--- src/rtl/mem_access_master.sv ---
// mem_access_master: requester side of the byte-wide memory port.
// Accepts 1- or 2-beat (big-endian) read/write requests on a valid/ready
// handshake, runs one memory beat per clock, then pulses resp_valid for a cycle.
//
// Ports:
//   clk, rst                         clock, synchronous active-high reset
//   req_valid/req_ready              request handshake (ready only in IDLE)
//   req_write, req_len               op (1=write) and length (0=1 beat, 1=2 beats)
//   req_addr, req_wdata              base address, write data (beat0 = [15:8])
//   resp_valid, resp_rdata           completion pulse, read data (beat0 -> [15:8])
//   resp_err                         only with MEM_ACC_BOUND_ERR_EN: 2-beat access at top address
//   mem_addr, mem_wdata, mem_we      memory drive
//   mem_rdata                        memory combinational read data
//
// Build option: define MEM_ACC_BOUND_ERR_EN to flag 2-beat requests that would
// wrap past the top of memory (second beat is suppressed instead of wrapping).
module mem_access_master #(
  parameter int ADDR_W = 13,
  parameter int DATA_W = 8
) (
  input  logic                  clk,
  input  logic                  rst,
  input  logic                  req_valid,
  output logic                  req_ready,
  input  logic                  req_write,
  input  logic                  req_len,
  input  logic [ADDR_W-1:0]     req_addr,
  input  logic [2*DATA_W-1:0]   req_wdata,
  output logic                  resp_valid,
  output logic [2*DATA_W-1:0]   resp_rdata,
`ifdef MEM_ACC_BOUND_ERR_EN
  output logic                  resp_err,
`endif
  output logic [ADDR_W-1:0]     mem_addr,
  output logic [DATA_W-1:0]     mem_wdata,
  output logic                  mem_we,
  input  logic [DATA_W-1:0]     mem_rdata
);

  typedef enum logic [1:0] {IDLE, BEAT0, BEAT1, DONE} state_t;

  state_t               state, next;
  logic [ADDR_W-1:0]    base;
  logic                 op_write;
  logic                 op_len;
  logic [2*DATA_W-1:0]  wdata;
  logic [ADDR_W-1:0]    last_addr;   // mem_addr hold value outside the beats
  logic [DATA_W-1:0]    last_wdata;
  logic                 bound_err;

  always_ff @(posedge clk) begin
    if (rst) state <= IDLE;
    else     state <= next;
  end

  always_comb begin
    next       = state;
    req_ready  = 1'b0;
    resp_valid = 1'b0;
    mem_we     = 1'b0;
    mem_addr   = last_addr;
    mem_wdata  = last_wdata;
    case (state)
      IDLE: begin
        req_ready = 1'b1;
        if (req_valid) next = BEAT0;
      end
      BEAT0: begin
        mem_addr  = base;
        mem_wdata = wdata[2*DATA_W-1:DATA_W];
        mem_we    = op_write;
        next      = op_len ? BEAT1 : DONE;
      end
      BEAT1: begin
        mem_addr  = base + ADDR_W'(1);
        mem_wdata = wdata[DATA_W-1:0];
        mem_we    = op_write && !bound_err;
        next      = DONE;
      end
      DONE: begin
        resp_valid = 1'b1;
        next       = IDLE;
      end
      default: next = IDLE;
    endcase
    // Reset kills the write strobe in the same cycle so the beat in flight
    // is not committed at the edge that applies the reset.
    if (rst) mem_we = 1'b0;
  end

  always_ff @(posedge clk) begin
    if (rst) begin
      base       <= '0;
      op_write   <= 1'b0;
      op_len     <= 1'b0;
      wdata      <= '0;
      resp_rdata <= '0;
      last_addr  <= '0;
      last_wdata <= '0;
    end else begin
      if (state == IDLE && req_valid) begin
        base     <= req_addr;
        op_write <= req_write;
        op_len   <= req_len;
        wdata    <= req_wdata;
        if (!req_write && !req_len) resp_rdata[DATA_W-1:0] <= '0;
      end
      if (state == BEAT0 || state == BEAT1) begin
        last_addr  <= mem_addr;
        last_wdata <= mem_wdata;
      end
      if (state == BEAT0 && !op_write) resp_rdata[2*DATA_W-1:DATA_W] <= mem_rdata;
      if (state == BEAT1 && !op_write)
        resp_rdata[DATA_W-1:0] <= bound_err ? '0 : mem_rdata;
    end
  end

`ifdef MEM_ACC_BOUND_ERR_EN
  // Flag a 2-beat request whose second beat would wrap past the top address.
  always_ff @(posedge clk) begin
    if (rst)                               bound_err <= 1'b0;
    else if (state == IDLE && req_valid)   bound_err <= req_len && (&req_addr);
  end
  assign resp_err = (state == DONE) && bound_err;
`else
  assign bound_err = 1'b0;
`endif

endmodule
--- config.mk ---
export PLATFORM = sky130hd
export DESIGN_NAME = mem_access_master
export DESIGN_NICKNAME = d
export VERILOG_FILES = /design/src/rtl/mem_access_master.sv
export SDC_FILE = /design/constraint.sdc
export NUM_CORES = 1
export LEC_CHECK = 0
export CAP_MARGIN = 20
export CORE_MARGIN = 5
export CORE_UTILIZATION = 44
export CTS_CLUSTER_DIAMETER = 200
export DETAILED_ROUTE_END_ITERATION = 7
export PLACE_DENSITY = 0.77
export SYNTH_ARGS = -nofsm -noshare
export SYNTH_HDL_FRONTEND = slang
export SYNTH_SLANG_ARGS = --single-unit
--- constraint.sdc ---
create_clock -name clk -period 1.75 [get_ports clk]
set_input_delay 0.35 -clock clk [delete_from_list [all_inputs] [get_ports clk]]
set_output_delay 0.35 -clock clk [all_outputs]
set_load 0.03 [all_outputs]
==> results.txt, run 1 <==
The flow ran to the end, but the final reports show violations. The final reports fail on negative setup slack. Counting the fill cells in the layout gives 479. After the first detailed-routing iteration, the DRC count stood at 130.

The routed length per instance came out at 15.6 um. The path category of the worst min-delay check is register to register. In the synthesized netlist the async set-or-reset flop fraction comes to 0%.

Synthesis produced a netlist whose cell count is 377. The run gives 26 as the final count of negative-setup-slack endpoints. The worst setup path is of the register to output port kind. The area growth from synthesis to layout is 68.7%. The tools report the clock insertion delay at the later pin of the skew report as 340 ps.

The number of vias after detailed routing was 3200; the mapped cell area was 3080 um2. In this run, placement finished with an instance count of 573. The final setup skew was 16.4 ps.

Kind of cell adding the most delay to the critical path: simple AND/OR/NAND/NOR gates. For this design, the CTS-stage hold fixing added 0 buffers. After detailed routing, the total wire length is 9.50 mm. The final critical path takes up 130% of the cycle.

In the global route stage, overall resource usage came out at 21.0%. Entering global routing, the biggest net connects 46 pins. The master cell of the clock root buffer is clkbuf_8. The top-area cell type share of the netlist area is 45.6%.

Hold violation count in the final report: 0. Dividing the synthesized area by the synthesized cell count gives 8.16 um2. The sequential cells in the finished layout cover a total of 1420 um2. The dominant register cell in the synthesized netlist is dfxtp_1. Registers are responsible for 22.0% of the overall power.

The flop and latch count out of synthesis is 70. For the worst IR drop on VDD, the log shows 1.22 mV. The tools report the placed instance area as 4380 um2. Of the synthesized area, sequential elements account for 45.6%. The tools report the I/O pin count as 82. By instance count, the cell type seen most on the critical path is buf_6.

Routability-driven placement finished with a final weighted congestion of 0.832. Once layout is complete, the cells apart from fillers number 607. The number of global-route vias before repair is 3144. The initial utilization of the core area, before any placement, comes to 45.3%.

Clock-pin slew was measured on the worst setup and hold paths at 70 ps. dfxtp_1 takes more of the synthesized area than any other cell. Timing would allow up to 441 MHz. The net switching share of the total power was 43.0%; the CTS sink count was 70.

The run gives 1930 um2 as the area taken by multi-input logic gates. The initialized floorplan defines 30 standard-cell rows. The clock period minus worst slack was 2270 ps; the setup TNS was -8540 ps.

The first-pass GRT wire length came out at 14.7 mm. The post-detailed-route count of antenna-violating nets was 0. The worst setup path is captured at an output port. The H-tree was split into 3 levels. The final number of max-transition violations was 0. The vias per cell is 5.27. With fillers left out, the area of the finished cells amounts to 5190 um2.

The clock passes through at most 2 buffers. The repair_antennas step left the layout with diodes totalling 0. The number of remaining DRC errors was 0; the die height was 93.6 um. The die boundary width works out to 93.6 um.

TritonCTS built the clock tree. The initial antenna violation count is 0, and the total iterations of the first detailed-routing run is 4. Sorting the synthesized cells by area gives the leading types as dfxtp_1 46%, nand2_1 8.5%, a21oi_1 7.6%. Setup repair after global routing could not meet its margin everywhere. Counting instances in the post-synthesis netlist gives the leading cell types as 70 x dfxtp_1, 70 x nand2_1, 47 x a21oi_1. The largest incremental delay on the critical path works out to 500 ps.

The headroom to the max-slew limit is 67.8%. The worst-margin pin slew is 483 ps, and the number of synthesized flops with an enable pin is 0. The logs give 0 for the total of warnings raised by yosys and 0 for the overall overflow remaining after global route.

The number of port buffers is 81. Detailed placement ended at an HPWL of 6.22 mm. The die covers 8760 um2.

The part of the power in combinational logic came out at 65.2%. The slowest stage of the critical path belongs to the cell or4b_4. Internal power comes to 0.00571 W. The logs give 6790 um2 for the total core area and 1920 ps for the endpoint arrival time on the critical path. The count of different cell masters after synthesis is 44. Walking the worst path, the cells encountered are inv_4 -> ha_4 -> buf_6 -> or4b_4 -> a21oi_4 -> nor2_4 -> buf_6. The clock network burns 12.8% of the power. The number of buffer and inverter stages on the critical path came out at 3. The worst-path maximum fanout is 4, and the leakage power is 2.20 nW. The worst setup path is launched from a register.

The run gives 9 as the number of buffers inserted during clock tree synthesis. Counting every net in the synthesized netlist gives 425. In the final design database the tool counted 555 nets. The post-route netlist has 35.0% of its cells at a drive strength greater than 1. Across the run, the number of max-cap violations was 0. The analysis attributes to net switching a power of 0.00431 W. The power density over cell area was 1930 nW/um2; the data required time at the worst endpoint was 1400 ps. The run gives -520 ps as the least setup slack across all paths after layout.
[cell families (layout without fill, tap and decap cells)]
logic type / after synthesis / count (layout) / share of synthesized area, %
flip-flops: 70 / 70 / 45.6
AO/OA/AOI/OAI: 91 / 91 / 18.7
XOR/XNOR: 1 / 1 / 0.285
AND/OR/NAND/NOR: 163 / 163 / 25.0
adder cells (fa/ha/maj): 6 / 6 / 2.44
buffers and inverters: 37 / 171 / 5.13
multiplexers: 9 / 9 / 2.93
[tightest hold or removal path, cell delays in order, from the launching register on]
cell	delay [ps]
dfxtp_1	320
nand2_1	50
a21oi_1	50
[worst paths after layout]
check	startpoint	endpoint	slack [ps]	cells after the start
setup / recovery	state[1]	mem_addr[7]	-520	7
hold / removal	wdata[7]	wdata[7]	470	2
setup reg to reg	state[1]	last_addr[0]	-30	10
hold reg to reg	wdata[7]	wdata[7]	470	2
[routing by layer]
metal / GRT usage, % / part of all wire, %
met3: 5.87 / 5.6
met1: 24.5 / 40
met2: 36.2 / 52
met5: 0 / 0
met4: 8.66 / 2.3
[cell type report]
type / count / area share, %
sequential: 70 / 27.4
tap: 96 / 2.32
timing repair buffer: 148 / 28.7
multi-input combinational: 270 / 37.2
inverter: 8 / 0.699
clock buffer: 11 / 2.73
clock inverter: 4 / 0.917
[state kept, by name (all words and copies together), names as in the netlist]
signal / cells
base: 13
last_addr: 13
last_wdata: 8
op_len: 1
op_write: 1
resp_rdata: 16
state: 2
wdata: 16
[power by group through the flow]
| stage | Combinational, W | Clock, W | Sequential [W] |
|---|---|---|---|
| final | 0.00653 | 0.00128 | 0.00221 |
| after global routing | 0.00692 | 0.00139 | 0.00225 |
| after detailed placement | 0.00503 | 0 | 0.00220 |
| after floorplan | 0.00316 | 0 | 0.00231 |
| after CTS | 0.00591 | 0.00130 | 0.00219 |
| after global placement | 0.00496 | 0 | 0.00218 |
[per-stage QoR]
stage / worst slack (ps) / utilization, % / power [W] / hold WS [ps]
global placement: -330 / 64.4 / 0.00714 / 444
global route: -587 / 76.4 / 0.0106 / 499
floorplan: -49.3 / - / 0.00547 / 436
detailed placement: -381 / 64.4 / 0.00723 / 451
CTS: -527 / 72.4 / 0.00940 / 472
finish: -520 / 76.4 / 0.0100 / 468
[repair_timing]
| item | CTS | global route |
|---|---|---|
| resized for setup | 73 | 46 |
| gates cloned | 1 | 1 |
| buffers inserted | 7 | 13 |
| pin swaps | 15 | 16 |
| hold endpoints to repair | 0 | 0 |
| endpoints found under the setup margin | 27 | 43 |
[layout by cell type, fill, tap and decap left out, drive strengths merged, types with 4 or more instances in the layout]
master	instances
a22oi	17
ha	6
a41oi	4
dfxtp	70
nand2	70
a21oi	48
nor2	39
nor2b	18
nand3	6
dlymetal6s2s	12
o21ai	4
and3	4
inv	7
clkdlybuf4s50	43
nor3	8
buf	88
clkbuf	13
mux2i	9
nand4	4
Power figures use the tool's default switching activity.
==> run 2: changes to the inputs <==
- CAP_MARGIN: 20 -> 25
==> results of run 2 <==
Final layout, timing and power as in run 1 (identical DEF).
==> run 3: changes to the inputs <==
- CORE_UTILIZATION: 44 -> 48
- GPL_ROUTABILITY_DRIVEN: default -> 0
- PLACE_DENSITY: 0.77 -> 0.79
- SKIP_LAST_GASP: default -> 1
- clock period: 1.75 -> 2.3 ns (I/O delays scaled with it)
==> run 3 against run 2 <==
Compared with the run above: global-route usage is 0.87 points higher; sequential power is 24% lower; highest routed layer unchanged; critical endpoint is now mem_addr[11]; routed wire length is 0.80% lower; non-clock buffer count is 19 lower; largest power group unchanged; the flow still finishes with violations (negative setup slack); largest cell class unchanged; final area is 7.6% lower.
==> results.txt, run 3 (synthesis results as in run 1) <==
The run finished, with violations left. The final reports fail on negative setup slack. The final count of negative-setup-slack endpoints came out at 9. The final net count was 536; the setup slack of the most critical reg-to-reg path was 260 ps. For the pin with the worst max-slew slack, the measured transition is 705 ps. Entering global routing, the biggest net connects 71 pins.

The layout overhead on the synthesized area is 55.9%. Setup repair after global routing could not meet its margin everywhere. Clock latency on the worst-skew pair, taken at its later pin, is 350 ps. The total core area came out at 6280 um2. TritonCTS built the clock tree.

Measured in cells, the most critical reg-to-reg path has a length of 7. Master cell of the clock root buffer: clkbuf_8. The initial antenna violation count came out at 0. The run gives 0 as the number of hold-repair buffers added at the cts stage. The first global-routing pass estimated 14.9 mm of wire. For this run, the slowest stage of the critical path takes 370 ps. For this run, the number of standard cells in the final layout without fillers is 570.

After clock tree synthesis, the clock-pin slew on the worst setup and hold paths is 80 ps. Clock tree synthesis inserted a total of 9 buffers. By startpoint and endpoint, the worst setup path is classified as register to output port. The logs give 0 for the final number of max-transition violations and 0 for the number of max-cap violations.

Headroom to the max-slew limit came out at 53.0%. Least setup slack across all paths after layout: -253 ps. The die boundary width was 90.0 um; the final cycle utilization of the critical path was 111%. Global routing finished with a remaining overflow of 0. STA puts the critical path data required time at 1840 ps. The count of antenna diodes in the layout was 0; the number of remaining DRC errors was 0. In the final layout, the registers with the most flip-flops are resp_rdata x16, wdata x16.

Design internal power: 0.00407 W. The tools report the instance count after placement with tap cells included as 529. In the global route stage, overall resource usage came out at 21.9%. The instance count along the most critical hold path was 2; the clock period minus worst slack was 2550 ps. Data on the critical path arrives at its endpoint at 2090 ps. Walking the worst path, the cells encountered are buf_4 -> ha_4 -> buf_12 -> o21ai_2 -> o21ai_0 -> a41oi_1 -> nor2_1 -> buf_4.

The worst setup path is captured at an output port. The number of global-route vias before repair came out at 3147. After routing, the total negative slack on setup checks comes to -699 ps. In this run, the number of DRC markers left after iteration 0 of detailed routing was 174.

The worst register-to-register path ends at resp_rdata[2]. The run gives 3 as the H-tree depth. For the final database, setup skew stands at 9.35 ps. Dividing the detail-routed wire length by the instance count gives 16.5 um. The floorplan step defined a die boundary enclosing 8110 um2. The analysis attributes to cell leakage a power of 1.85 nW. The worst hold path belongs to the class register to register. In the routed layout, each cell is associated on average with a via count of 5.57.

Leaving out fill and tap cells, the most frequent cells in the layout are 68 x nand2_1, 62 x dfxtp_1, 58 x clkdlybuf4s50_1. For the total iterations of the first detailed-routing run, the log shows 4. The worst-case IR drop observed on VDD is 1.02 mV. In this run the deepest clock path goes through 2 buffers.

For this design, the sink count on the clock tree is 70. The cell with the largest stage delay on the worst path was dfxtp_4. Of all nets on the critical path, the largest fanout is 19. Per report_power, the sequential group accounts for 23.7% of the total. The placed instances occupy a cell area of 3980 um2. Final core utilization: 76.4%. The number of port buffers works out to 81.

For the number of placement rows, the log shows 29. Part of the power in combinational logic: 58.6%. The finished cells cover 4790 um2.

The hold violation count in the final report is 0, and the die height is 90.0 um. The worst register-to-register path begins at state[1]. The power consumption came out at 0.00710 W.

Pin placement for this block handled 82 I/O pins. The worst hold path begins at op_len. Endpoint of the worst hold path: op_len. STA classifies the critical path startpoint as a register. Based on the critical path, the design can be clocked at up to 392 MHz. The detail route stage leaves a number of antenna-violating nets equal to 0.

The initial utilization of the core area, before any placement, comes to 49.0%. The clock network burns 17.7% of the power. The wire-length estimate of the detail-placed layout is 5.68 mm.

Most common cell after layout, fill and taps aside: nand2_1. Detailed routing inserted a total of 3174 vias. The power density over cell area came out at 1480 nW/um2. The net switching share of the total power is 42.6%, and the post-detailed-routing wire length is 9.42 mm. Most frequent cell on the critical path: buf_4. The power spent charging and discharging nets came out at 0.00303 W. Proportion of layout cells with a drive suffix above 1: 30.0%.
[run 3: cell types whose count changed in the layout (fill, tap and decap cells not counted), sizes merged]
cell           previous run  this run
buf                      88        70
clkdlybuf4s50            43        58
dlymetal6s2s             12         0
bufinv                    1         3
clkbuf                   13        11
clkinv                    3         1
dlygate4sd2               2         0
inv                       7         9
bufbuf                    1         0
clkdlybuf4s15             0         1
clkinvlp                  1         0
[run 3: cell type report]
type | instances | area, um2
tap | 77 | 96.3
clock buffer | 11 | 151
multi-input combinational | 270 | 1790
sequential | 70 | 1420
inverter | 8 | 37.5
clock inverter | 5 | 104
timing repair buffer | 129 | 1190
fill | 443 | 1480
[run 3: how the worst max path moves through the flow]
stage / start / endpoint / slack, ps
final: state[1] / mem_addr[11] / -250
after global routing: state[1] / mem_addr[11] / -310
after CTS: state[1] / mem_addr[6] / -70
after detailed placement: state[0] / mem_addr[4] / -70
after global placement: state[0] / mem_addr[4] / -30
after floorplan: state[1] / mem_addr[11] / 20
[run 3: stage by stage]
| stage | hold slack [ps] | setup WS (ps) |
|---|---|---|
| finish | 457 | -253 |
| global route | 487 | -313 |
| CTS | 458 | -71.1 |
| detailed placement | 448 | -73.3 |
| global placement | 442 | -27.0 |
| floorplan | 436 | 15.8 |
[run 3: per-layer routing]
metal | wire length [um] | vias up | track usage (%)
li1 | - | 1523 | -
met1 | 3620 | 1487 | 24.7
met2 | 4710 | 132 | 36.6
met3 | 780 | 32 | 7.26
met4 | 308 | 0 | 11.3
met5 | 0 | - | 0
[run 3: worst max-delay path, delay by kind of cell, from the launching register on]
kind | cells | cell delay (ps)
compound gates | 3 | 630
fa+ha+maj | 1 | 170
buf+inv | 3 | 480
flops | 1 | 370
simple gates | 1 | 100
[run 3: power by group through the flow]
| stage | logic [W] | registers (W) | clock network (W) |
|---|---|---|---|
| after CTS | 0.00372 | 0.00166 | 0.00126 |
| after global routing | 0.00444 | 0.00171 | 0.00133 |
| final | 0.00416 | 0.00169 | 0.00126 |
| after detailed placement | 0.00329 | 0.00166 | 0 |
| after floorplan | 0.00202 | 0.00174 | 0 |
| after global placement | 0.00324 | 0.00164 | 0 |
[run 3: what timing repair did]
item,CTS,global route
setup endpoints to repair,19,19
pin swaps,9,18
resized for setup,45,49
cloned,0,0
buffers inserted,17,8
